==> src/rtl/rv_fetch_pkg.sv <==
// Shared types and constants for the instruction-fetch stage.
// Pure declarations: no logic, no latency, no flow control.
package rv_fetch_pkg;
    localparam int          XLEN_PC   = 32;
    localparam logic [31:0] NOP_INSTR = 32'h0000_0013;

    typedef enum logic [1:0] {RESET, FETCH, FLUSH} fetch_state_e;

    typedef struct packed {
        logic [XLEN_PC-1:0] pc;
        logic [31:0]        instr;
    } fq_entry_t;
endpackage

==> src/rtl/fetch_queue.sv <==
// QDEPTH-entry FIFO of {pc, instr}; head is read combinationally, a push is visible next cycle.
// No internal backpressure: the producer's credit check keeps pushes within capacity; flush beats push.
module fetch_queue
    import rv_fetch_pkg::*;
#(
    parameter int QDEPTH = 2
)(
    input  logic                         clk,
    input  logic                         rst,
    input  logic                         i_push,
    input  fq_entry_t                    i_push_dat,
    input  logic                         i_pop,
    input  logic                         i_flush,
    output logic                         o_full,
    output logic                         o_empty,
    output logic [$clog2(QDEPTH+1)-1:0]  o_count,
    output fq_entry_t                    o_head
);
    localparam int AW = $clog2(QDEPTH);
    localparam int CW = $clog2(QDEPTH+1);

    fq_entry_t         r_mem [QDEPTH];
    logic [AW-1:0]     r_rd_ptr;
    logic [AW-1:0]     r_wr_ptr;
    logic [CW-1:0]     r_count;
    logic              w_push;
    logic              w_pop;

    assign w_push  = i_push & ~i_flush;
    assign w_pop   = i_pop & ~i_flush & ~o_empty;
    assign o_empty = (r_count == '0);
    assign o_full  = (r_count == CW'(QDEPTH));
    assign o_count = r_count;
    assign o_head  = r_mem[r_rd_ptr];

    always_ff @(posedge clk) begin
        if (rst || i_flush) begin
            r_rd_ptr <= '0;
            r_wr_ptr <= '0;
            r_count  <= '0;
        end else begin
            if (w_push) r_wr_ptr <= r_wr_ptr + AW'(1);
            if (w_pop)  r_rd_ptr <= r_rd_ptr + AW'(1);
            r_count <= r_count + CW'(w_push) - CW'(w_pop);
        end
    end

    // Storage needs no reset: occupancy alone decides what is valid.
    always_ff @(posedge clk) begin
        if (w_push) r_mem[r_wr_ptr] <= i_push_dat;
    end
endmodule

==> src/rtl/if_fetch.sv <==
// Fetch stage: owns the PC, issues in-order imem requests, queues returned words for IF/ID.
// Grant-to-valid 2 cycles at best; i_stall holds the head and requests stop once credit runs out.
module if_fetch
    import rv_fetch_pkg::*;
#(
    parameter logic [31:0] RESET_PC = 32'h0000_0000,
    parameter int          QDEPTH   = 2
)(
    input  logic        clk,
    input  logic        rst,
    input  logic        i_stall,
    input  logic        i_redirect,
    input  logic [31:0] i_redirect_pc,
    output logic        o_imem_req,
    output logic [31:0] o_imem_addr,
    input  logic        i_imem_gnt,
    input  logic        i_imem_rvalid,
    input  logic [31:0] i_imem_rdata,
    output logic        o_valid,
    output logic [31:0] o_pc,
    output logic [31:0] o_pc4,
    output logic [31:0] o_instr
);
    localparam int CW = $clog2(QDEPTH+1);

    fetch_state_e  r_state;
    fetch_state_e  w_state_nxt;
    logic [31:0]   r_fetch_pc;
    logic [31:0]   r_rsp_pc;
    logic [CW-1:0] r_outstanding;
    logic [CW-1:0] r_drop_cnt;
    logic [CW-1:0] w_out_nxt;
    logic [CW-1:0] w_drop_nxt;
    logic [CW-1:0] w_occ;
    logic [CW:0]   w_credit_used;
    logic [31:0]   w_redirect_pc;
    logic          w_grant;
    logic          w_push;
    logic          w_pop;
    logic          w_full;
    logic          w_empty;
    fq_entry_t     w_head;

    assign w_redirect_pc = {i_redirect_pc[31:2], 2'b00};
    assign w_grant       = o_imem_req & i_imem_gnt;
    assign w_pop         = o_valid & ~i_stall & ~i_redirect;
    assign w_push        = i_imem_rvalid & ~i_redirect & (r_drop_cnt == '0);

    // An entry popped this cycle frees its slot at once, which is what sustains one fetch per cycle.
    assign w_credit_used = {1'b0, r_outstanding} + {1'b0, w_occ} - (CW+1)'(w_pop);
    assign o_imem_req    = ~rst & ~i_redirect & (w_credit_used < (CW+1)'(QDEPTH));
    assign o_imem_addr   = r_fetch_pc;

    // r_outstanding counts every request in flight, dropped ones included, so on a redirect
    // all of it becomes drop debt (the earlier debt plus the still-live requests).
    always_comb begin
        w_out_nxt  = r_outstanding + CW'(w_grant) - CW'(i_imem_rvalid);
        w_drop_nxt = r_drop_cnt;
        if (i_redirect)
            w_drop_nxt = r_outstanding - CW'(i_imem_rvalid);
        else if (i_imem_rvalid && r_drop_cnt != '0)
            w_drop_nxt = r_drop_cnt - CW'(1);
    end

    always_comb begin
        w_state_nxt = r_state;
        case (r_state)
            RESET:   w_state_nxt = FETCH;
            FETCH:   if (i_redirect && w_drop_nxt != '0) w_state_nxt = FLUSH;
            FLUSH:   if (w_drop_nxt == '0) w_state_nxt = FETCH;
            default: w_state_nxt = FETCH;
        endcase
    end

    always_ff @(posedge clk) begin
        if (rst) r_state <= RESET;
        else     r_state <= w_state_nxt;
    end

    // Kept responses are always sequential from the last redirect/reset target,
    // so their pc is simply counted rather than carried alongside each request.
    always_ff @(posedge clk) begin
        if (rst) begin
            r_fetch_pc    <= RESET_PC;
            r_rsp_pc      <= RESET_PC;
            r_outstanding <= '0;
            r_drop_cnt    <= '0;
        end else begin
            r_outstanding <= w_out_nxt;
            r_drop_cnt    <= w_drop_nxt;
            if (i_redirect) begin
                r_fetch_pc <= w_redirect_pc;
                r_rsp_pc   <= w_redirect_pc;
            end else begin
                if (w_grant) r_fetch_pc <= r_fetch_pc + 32'd4;
                if (w_push)  r_rsp_pc   <= r_rsp_pc + 32'd4;
            end
        end
    end

    fetch_queue #(.QDEPTH(QDEPTH)) u_fetch_queue (
        .clk        (clk),
        .rst        (rst),
        .i_push     (w_push),
        .i_push_dat ('{pc: r_rsp_pc, instr: i_imem_rdata}),
        .i_pop      (w_pop),
        .i_flush    (i_redirect),
        .o_full     (w_full),
        .o_empty    (w_empty),
        .o_count    (w_occ),
        .o_head     (w_head)
    );

    assign o_valid = ~w_empty;
    assign o_pc    = o_valid ? w_head.pc    : r_fetch_pc;
    assign o_instr = o_valid ? w_head.instr : NOP_INSTR;
    assign o_pc4   = o_pc + 32'd4;

    a_no_overflow: assert property (@(posedge clk) disable iff (rst)
        !(w_push && w_full && !w_pop));
    a_no_stray_rsp: assert property (@(posedge clk) disable iff (rst)
        i_imem_rvalid |-> (r_outstanding != '0));
endmodule

==> config.mk <==
export PLATFORM = sky130hd
export DESIGN_NAME = if_fetch
export DESIGN_NICKNAME = d
export VERILOG_FILES = /design/src/rtl/rv_fetch_pkg.sv /design/src/rtl/fetch_queue.sv /design/src/rtl/if_fetch.sv
export SDC_FILE = /design/constraint.sdc
export NUM_CORES = 1
export LEC_CHECK = 0
export BUFFER_PORTS_ARGS = -buffer_cell sky130_fd_sc_hd__buf_2
export CAP_MARGIN = 20
export CORE_MARGIN = 8
export CORE_UTILIZATION = 45
export DETAILED_ROUTE_END_ITERATION = 12
export PLACE_DENSITY = 0.68
export SYNTH_ARGS = -nofsm -noshare
export SYNTH_HDL_FRONTEND = slang
export SYNTH_SLANG_ARGS = --single-unit
==> constraint.sdc <==
create_clock -name clk -period 8.7 [get_ports clk]
set_clock_uncertainty 0.05 [all_clocks]
set_input_delay 1.74 -clock clk [delete_from_list [all_inputs] [get_ports clk]]
set_output_delay 1.74 -clock clk [all_outputs]
set_load 0.01 [all_outputs]
==> results.cfg, run 1 <==
[clocking]
cts_hold_buffers = 0
cts_resized = 0
clkSinkCount = 193
path_clk_slew_ps = 70
ctsHtreeMaxLevel = 4
cts_buffers = 17
insertion_delay_ps = 430
cts_root_buffer = clkbuf_16
cts_max_path_buffers = 2
cts_setup_buffers = 0
tritoncts = yes

[floorplan]
core.rowCount = 53
io-pin-count = 200
start_util_pct = 45.22
dieArea_um2 = 25740
die_h_um = 160.4
die_width_um = 160.4
core_area_um2 = 20760

[setup_path]
path_max_fanout = 40
path_delay_family = simple AND/OR/NAND/NOR gates
startpoint_type = flip-flop
crit_arrival_ps = 3810
critical_path_buf_inv_count = 3
startpoint = u_fetch_queue.o_count[1]$_SDFF_PP0_
crit_type = reg -> out
cp_slowest_stage_delay_ps = 480
r2r_start = u_fetch_queue.o_count[1]$_SDFF_PP0_
cp-end-kind = output port
slowest_stage = nor2_8
cp.required_ps = 6910
ff2ff_path_depth = 11
worstPathCellList = nor2_8 > inv_4 > mux2i_1 > inv_1 > ha_1 > nor4b_2 > nand3_2 > nor4_2 > xor2_1 > buf_2
path_depth = 10

[global_route]
grt_pass1_vias = 6859
grt_max_degree = 63
grt-ovfl-total = 0
track_usage_pct = 18.49
antenna_found_initial = 4
grt_pass1_wl_um = 38000

[placement]
place_congestion = 0.7926
hpwlAfterDp_um = 16690
numPortBuffers = 191

[drt]
wl_met1_um = 10230
drc = 0
wl_um = 24210
vias = 6958
wl_per_cell_um = 18.45
highest_layer = met5
ant_nets = 0
wl_met2_um = 11870
dr.pass1.iters = 7
wl_met3_um = 1582
via_per_inst = 5.303
first_iter_violations = 485

[job]
maxCapViolCount = 0

[finish]
syn2layout_area_growth_pct = 17.85
multi_input_area_um2 = 3851
nets = 1105
regArea_um2 = 5109
num-fill-cells = 1847
drive_gt1_share_pct = 26.45

[timing]
finalSetupViolCount = 0
max-slew-margin-rel_pct = 32.85
tightest_slew_ps = 998.0
hold_violations = 0
period_share_pct = 64.42
fin_crit_ps = 5604
maxSlewViolCount = 0
hold_ws_ps = 438.0
max_freq_ghz = 0.1784
rsz0062_at_grt = false
finalSetupTns_ps = 0

[synthesis]
synth_cell_types = 59
ys_warn_count = 0
netlist_area_um2 = 9387
avgSynthCellArea_um2 = 11.08
synthArstFlopShare_pct = 0
synth-seq-area-share_pct = 54.39
synth_edf_count = 124
synth-main-ff-cell = edfxtp_1
ys_ff_latch = 193
syn_inst = 847

[power_and_ir_drop]
leakage_nw = 4.222
pwr-share-seq_pct = 50.4
power_density_nw_per_um2 = 189.6
p_int_mw = 1.535
power.clock.fraction_pct = 36.9
power_frac_comb_pct = 12.7
swShare_pct = 26.84
max-vdd-ir-drop_v = 0.0001452
p_sw_mw = 0.5630

[min_path]
hold_class = reg -> reg
min_from = r_rsp_pc[31]$_SDFFE_PP0P_
whs_path_depth = 0

[run_status]
outcome = completed
registers in the layout, indices dropped and copies added, names as in the netlist, named ones only:
signal / count
o_imem_addr: 30
r_drop_cnt: 2
u_fetch_queue.r_mem: 124
r_rsp_pc: 30
u_fetch_queue.o_count: 2
r_outstanding: 2
u_fetch_queue.r_rd_ptr: 1
u_fetch_queue.r_wr_ptr: 1
worst reg2reg max path: cells and delay by family, from the launching register on:
kind                       cells  cell delay (ps)
and+or+nand+nor                6             2600
DFF                            1              360
adders and majority gates      2              680
AOI/OAI and AO/OA              1              190
xor gates and xnor gates       1              160
buffers and inverters          1              290
worst paths after layout:
kind	to	slack, ps
max	o_pc4[30]	3100
min	u_fetch_queue.r_mem[0][63]$_DFFE_PP_	440
min reg2reg	u_fetch_queue.r_mem[0][63]$_DFFE_PP_	440
max reg2reg	o_imem_addr[26]$_SDFFE_PP0P_	4290
layout by cell type (no fill, tap or decap), types with 10 or more instances in the layout:
master	instances
nand3_1	25
inv_1	37
nand2_1	62
mux2_2	15
a21boi_0	10
ha_1	11
nand4_1	19
dfxtp_1	68
and3_1	13
nor2_1	79
nor3_1	38
buf_2	191
xnor2_1	42
mux2i_1	64
edfxtp_1	124
o21ai_0	18
xor2_1	29
a21oi_1	39
clkbuf_16	17
power by group through the flow:
stage	Combinational [mW]	Sequential [mW]	Clock, mW
global placement	0.264	1.07	0
CTS	0.270	1.06	0.789
floorplan	0.169	1.07	0
global route	0.295	1.06	0.824
detailed placement	0.268	1.08	0
finish	0.266	1.06	0.775
metrics by stage:
stage	util, %	cells	cell area [µm²]	power [mW]	setup slack [ps]
final	53.29	1312	11060	2.098	3096
after global routing	53.29	1312	11060	2.181	2784
after CTS	53.28	1311	11060	2.114	3069
after detailed placement	50.44	1279	10470	1.345	2854
after global placement	50.44	1279	10470	1.339	2929
after floorplan	-	852	9405	1.243	1699
cell families after synthesis:
group                    synth area share, %
adder cells (fa/ha/maj)                1.680
flip-flops                             54.39
XOR/XNOR                               6.625
multiplexers                           8.624
other                                0.03995
buffers and inverters                  4.852
AND/OR/NAND/NOR                        15.88
AO/OA/AOI/OAI                          7.918
final cells by class:
type                    instances  area share, %
clock inverters                15          1.493
inverters                      39          1.346
clock buffers                  17          3.846
diodes                          1        0.02262
repair buffers                199          9.184
well taps                     275          3.110
multi-input cells             573          34.81
flip-flops and latches        193          46.18
routing by layer:
| layer | up-vias | GRT usage, % |
|---|---|---|
| met2 | 208 | 31.11 |
| met1 | 3305 | 22.72 |
| met4 | 6 | 6.372 |
| met3 | 42 | 4.607 |
| li1 | 3397 | - |
| met5 | - | 0 |
cell usage after synthesis (3+ instances only):
library cell | count | share of area, %
buf_4 | 9 | 0.72
a211oi_1 | 9 | 0.72
nand4_1 | 19 | 1.3
or3_1 | 4 | 0.27
a31oi_1 | 9 | 0.60
mux2_2 | 15 | 1.8
buf_1 | 9 | 0.36
xnor2_1 | 42 | 3.9
a21oi_2 | 9 | 0.84
nand3_1 | 25 | 1.3
o211ai_1 | 3 | 0.24
and2_1 | 9 | 0.60
nor4_2 | 6 | 0.80
nor3_1 | 39 | 2.1
a21boi_0 | 10 | 0.80
nor2b_1 | 3 | 0.20
nor4_1 | 4 | 0.27
o21a_1 | 6 | 0.48
buf_6 | 4 | 0.48
nor3b_1 | 5 | 0.40
mux2i_1 | 64 | 6.8
inv_1 | 37 | 1.5
nand2_1 | 62 | 2.5
clkbuf_1 | 16 | 0.64
nor2_1 | 79 | 3.2
and3_1 | 13 | 0.87
o21bai_1 | 3 | 0.24
and4_1 | 8 | 0.75
dfxtp_1 | 69 | 15
buf_12 | 3 | 0.64
buf_2 | 5 | 0.27
edfxtp_1 | 124 | 40
xor2_1 | 29 | 2.7
a21oi_1 | 39 | 2.1
o21ai_0 | 18 | 0.96
ha_1 | 11 | 1.5
Note: power is estimated with default switching activity, not from simulation.
==> inputs of run 2 (changes only) <==
==> constraint.sdc (replaced) <==
create_clock -name clk -period 5.4 [get_ports clk]
set_clock_uncertainty 0.05 [all_clocks]
set_input_delay 1.08 -clock clk [delete_from_list [all_inputs] [get_ports clk]]
set_output_delay 1.08 -clock clk [all_outputs]
set_load 0.01 [all_outputs]
==> results.cfg, run 2 (synthesis results as in run 1) <==
[finish]
final_common_cell = buf_2
drive_gt1_share_pct = 26.87
largest_reg_flops = 124
layout_common_cells = buf_2, edfxtp_1, nor2_1
fin_cells = 1319
syn2layout_area_growth_pct = 18.69
fin_area_um2 = 11140
fin_util_pct = 53.67
nets = 1111
regMostFlops = u_fetch_queue.r_mem

[timing]
max_freq_ghz = 0.2250
period_share_pct = 82.31
maxSlewViolCount = 0
hold_violations = 0
finalSetupViolCount = 0
rsz0062_at_grt = false
finalSetupTns_ps = 0
fin_crit_ps = 4445
max-slew-margin-rel_pct = 38.59
tightest_slew_ps = 912.7

[global_route]
grt_util_met3_pct = 4.402
grt_use_met1_pct = 22.94
track_usage_pct = 18.18
use_met2_pct = 29.65
top_usage_layer = met2
antenna_found_initial = 3
grt_max_degree = 63
grt_pass1_wl_um = 37140
grt-ovfl-total = 0
grt_pass1_vias = 6759

[setup_path]
slowest_stage = dfxtp_4
crit_arrival_ps = 3310
endpoint = o_pc4[24]
crit_type = reg -> out
reg2reg_slack_ps = 1620
r2r_start = u_fetch_queue.o_count[0]$_SDFF_PP0_
ff2ff_path_depth = 11
path_delay_family = simple AND/OR/NAND/NOR gates
cp_slowest_stage_delay_ps = 600
cp-end-kind = output port
cp.required_ps = 4270
startpoint_type = flip-flop
r2r-end = o_imem_addr[26]$_SDFFE_PP0P_
worstPathCellList = mux2_2 > mux2i_1 > inv_1 > ha_1 > nor4b_2 > nand3_2 > nor3b_1 > xor2_1 > buf_2
critical_path_buf_inv_count = 2
path_max_fanout = 22
path_depth = 9

[clocking]
ctsHtreeMaxLevel = 4
clkSinkCount = 193
cts_max_path_buffers = 2
cts_resized = 0
cts_root_buffer = clkbuf_16
path_clk_slew_ps = 70
insertion_delay_ps = 430
cts_buffers = 17
tritoncts = yes
cts_setup_buffers = 0
cts_hold_buffers = 0

[drt]
vias = 7051
via_per_inst = 5.346
ant_nets = 0
first_iter_violations = 568
dr.pass1.iters = 5
wl_um = 24030
wl_per_cell_um = 18.21
drc = 0

[floorplan]
io-pin-count = 200
start_util_pct = 45.22
core_area_um2 = 20760
dieArea_um2 = 25740
die_width_um = 160.4
core.rowCount = 53
die_h_um = 160.4

[placement]
hpwlAfterDp_um = 16830
numPortBuffers = 191
dp.cells = 1285
place_congestion = 0.7921
placed_area_um2 = 10520

[power_and_ir_drop]
total_power_mw = 3.417
power_frac_comb_pct = 12.7
leakage_nw = 4.266
p_sw_mw = 0.9296
p_int_mw = 2.488
power.clock.fraction_pct = 37.5
swShare_pct = 27.20
power_density_nw_per_um2 = 306.7
pwr-share-seq_pct = 49.8
max-vdd-ir-drop_v = 0.0002197

[job]
maxCapViolCount = 0

[min_path]
hold_class = reg -> reg

[run_status]
outcome = completed
-- run 2: worst min path at each step --
stage	slack, ps	cells after the start	start	to
floorplan	400	0	r_rsp_pc[31]$_SDFFE_PP0P_	u_fetch_queue.r_mem[0][63]$_DFFE_PP_
global placement	410	0	r_rsp_pc[31]$_SDFFE_PP0P_	u_fetch_queue.r_mem[0][63]$_DFFE_PP_
detailed placement	420	0	r_rsp_pc[31]$_SDFFE_PP0P_	u_fetch_queue.r_mem[0][63]$_DFFE_PP_
CTS	430	0	r_rsp_pc[31]$_SDFFE_PP0P_	u_fetch_queue.r_mem[0][63]$_DFFE_PP_
global route	470	0	r_rsp_pc[31]$_SDFFE_PP0P_	u_fetch_queue.r_mem[0][63]$_DFFE_PP_
finish	440	0	r_rsp_pc[31]$_SDFFE_PP0P_	u_fetch_queue.r_mem[0][63]$_DFFE_PP_
-- run 2: routing by layer --
metal,up-vias,routed length [µm],part of all wire [%]
met5,-,12,0.050
met1,3395,10330,43
met4,2,500,2.1
met3,29,1476,6.1
li1,3410,-,-
met2,215,11700,49
-- run 2: through the flow --
stage | hold slack [ps] | worst slack [ps]
after floorplan | 396.5 | 998.1
after global placement | 412.2 | 1222
after detailed placement | 418.6 | 1166
after CTS | 434.4 | 921.9
after global routing | 466.7 | 788.8
final | 437.8 | 955.1
-- run 2: final cells by class --
type | instances | area [µm²]
multi-input combinational | 573 | 3857
clock inverter | 15 | 190.2
fill | 1830 | 9615
antenna | 2 | 5.005
timing repair buffer | 205 | 1061
sequential | 193 | 5109
clock buffer | 17 | 425.4
inverter | 39 | 148.9
tap | 275 | 344.1
-- run 2: worst register-to-register path, delay by kind of cell (launching register included) --
family | cells | cell delay (ps)
xor+xnor | 1 | 160
compound gates | 1 | 160
fa+ha+maj | 2 | 670
buf+inv | 3 | 580
flops | 1 | 430
simple gates | 4 | 1660
-- run 2: power groups by stage --
stage          combinational, mW  clock, mW  sequential, mW
2_1_floorplan              0.273          0            1.73
3_3_place_gp               0.431          0            1.73
3_5_place_dp               0.437          0            1.74
4_1_cts                    0.439       1.30            1.70
5_1_grt                    0.479       1.35            1.71
6_report                   0.434       1.28            1.70
==> inputs of run 3 (changes only) <==
==> constraint.sdc (replaced) <==
create_clock -name clk -period 4.5 [get_ports clk]
set_clock_uncertainty 0.05 [all_clocks]
set_input_delay 0.9 -clock clk [delete_from_list [all_inputs] [get_ports clk]]
set_output_delay 0.9 -clock clk [all_outputs]
set_load 0.01 [all_outputs]
==> results.cfg, run 3 (synthesis results as in run 1) <==
[run_status]
outcome = completed

[placement]
hpwlAfterDp_um = 16800
numPortBuffers = 191
placed_area_um2 = 10550
place_congestion = 0.7776

[clocking]
insertion_delay_ps = 430
ctsHtreeMaxLevel = 4
cts_setup_buffers = 0
cts_root_buffer = clkbuf_16
cts_hold_buffers = 0
tritoncts = yes
clkSinkCount = 193
cts_max_path_buffers = 2
path_clk_slew_ps = 70
cts_buffers = 17

[setup_path]
startpoint_type = flip-flop
cp.required_ps = 3550
path_max_fanout = 20
cp-end-kind = output port
crit_type = reg -> out
crit_arrival_ps = 3220

[drt]
first_iter_violations = 426
wl_um = 23990
via_per_inst = 5.287
wl_per_cell_um = 18.21
drc = 0
ant_nets = 0
vias = 6963
dr.pass1.iters = 5

[finish]
fin_util_pct = 53.52
regMostFlops = u_fetch_queue.r_mem
num-fill-cells = 1845
diodes = 0
syn2layout_area_growth_pct = 18.36
drive_gt1_share_pct = 26.58
final_common_cell = buf_2
layout_common_cells = buf_2, edfxtp_1, nor2_1
nets = 1111
largest_reg_flops = 124
fin_area_um2 = 11110

[floorplan]
die_h_um = 160.4
io-pin-count = 200
core.rowCount = 53
die_width_um = 160.4
start_util_pct = 45.22
core_area_um2 = 20760
dieArea_um2 = 25740

[global_route]
grt_pass1_wl_um = 37290
grt_max_degree = 63
grt-ovfl-total = 0
track_usage_pct = 18.25
antenna_found_initial = 3
grt_pass1_vias = 6823

[timing]
finalSetupViolCount = 0
max_freq_ghz = 0.2397
maxSlewViolCount = 0
finalSetupTns_ps = 0
max-slew-margin-rel_pct = 36.53
fin_crit_ps = 4171
rsz0062_at_grt = false
hold_violations = 0
tightest_slew_ps = 943.3
period_share_pct = 92.69

[min_path]
hold_class = reg -> reg

[power_and_ir_drop]
leakage_nw = 4.245
max-vdd-ir-drop_v = 0.0002663
power_density_nw_per_um2 = 359.6

[job]
maxCapViolCount = 0
run 3: through the flow:
stage	hold WS, ps	power [mW]	setup WS (ps)	instances
2_1_floorplan	396.5	2.401	278.1	852
3_3_place_gp	417.6	2.594	555.9	1285
6_report	438.5	3.995	329.0	1317
5_1_grt	450.7	4.155	62.25	1317
4_1_cts	441.3	4.022	236.1	1317
3_5_place_dp	417.7	2.607	469.7	1285
run 3: final timing paths:
kind,from,endpoint,cells after the start,slack (ps)
worst max-delay path,flip-flop,o_pc4[30],9,330
worst min-delay path,r_rsp_pc[31]$_SDFFE_PP0P_,u_fetch_queue.r_mem[1][63]$_DFFE_PP_,0,440
worst max register to register,u_fetch_queue.o_count[1]$_SDFF_PP0_,o_imem_addr[26]$_SDFFE_PP0P_,12,680
worst min register to register,r_rsp_pc[31]$_SDFFE_PP0P_,u_fetch_queue.r_mem[1][63]$_DFFE_PP_,0,440
run 3: power by group:
part           switching (mW)  total (mW)  internal (mW)
Sequential             0.0693        2.04           1.97
Clock                   0.662        1.43          0.768
Combinational           0.314       0.521          0.207
run 3: critical path, stage by stage (launching register included):
cell and delay (ps):
dfxtp_4 590, mux2_2 250, mux2i_1 140, inv_1 110, ha_1 280, nor4b_2 460
nand3_4 250, nor4_2 340, xor2_1 210, buf_2 160
run 3: per-layer routing:
metal | vias up | track usage, % | part of all wire (%)
met5 | - | 0 | 0.14
met4 | 6 | 6.075 | 2.0
met3 | 34 | 5.221 | 5.8
met2 | 184 | 29.82 | 49
met1 | 3344 | 22.84 | 43
li1 | 3395 | - | -
run 3: timing repair:
action / 4_1_cts / 5_1_grt
hold endpoints to repair: 0 / 0
setup endpoints to repair: 0 / 1
resized for setup: 0 / 1
run 3: layout make-up:
cell class	instances	area (µm²)	share of cell area (%)
flip-flops and latches	193	5109	45.98
multi-input cells	573	3865	34.79
repair buffers	205	1086	9.776
clock buffers	17	425.4	3.829
well taps	275	344.1	3.097
inverters	39	148.9	1.340
clock inverters	15	131.4	1.183
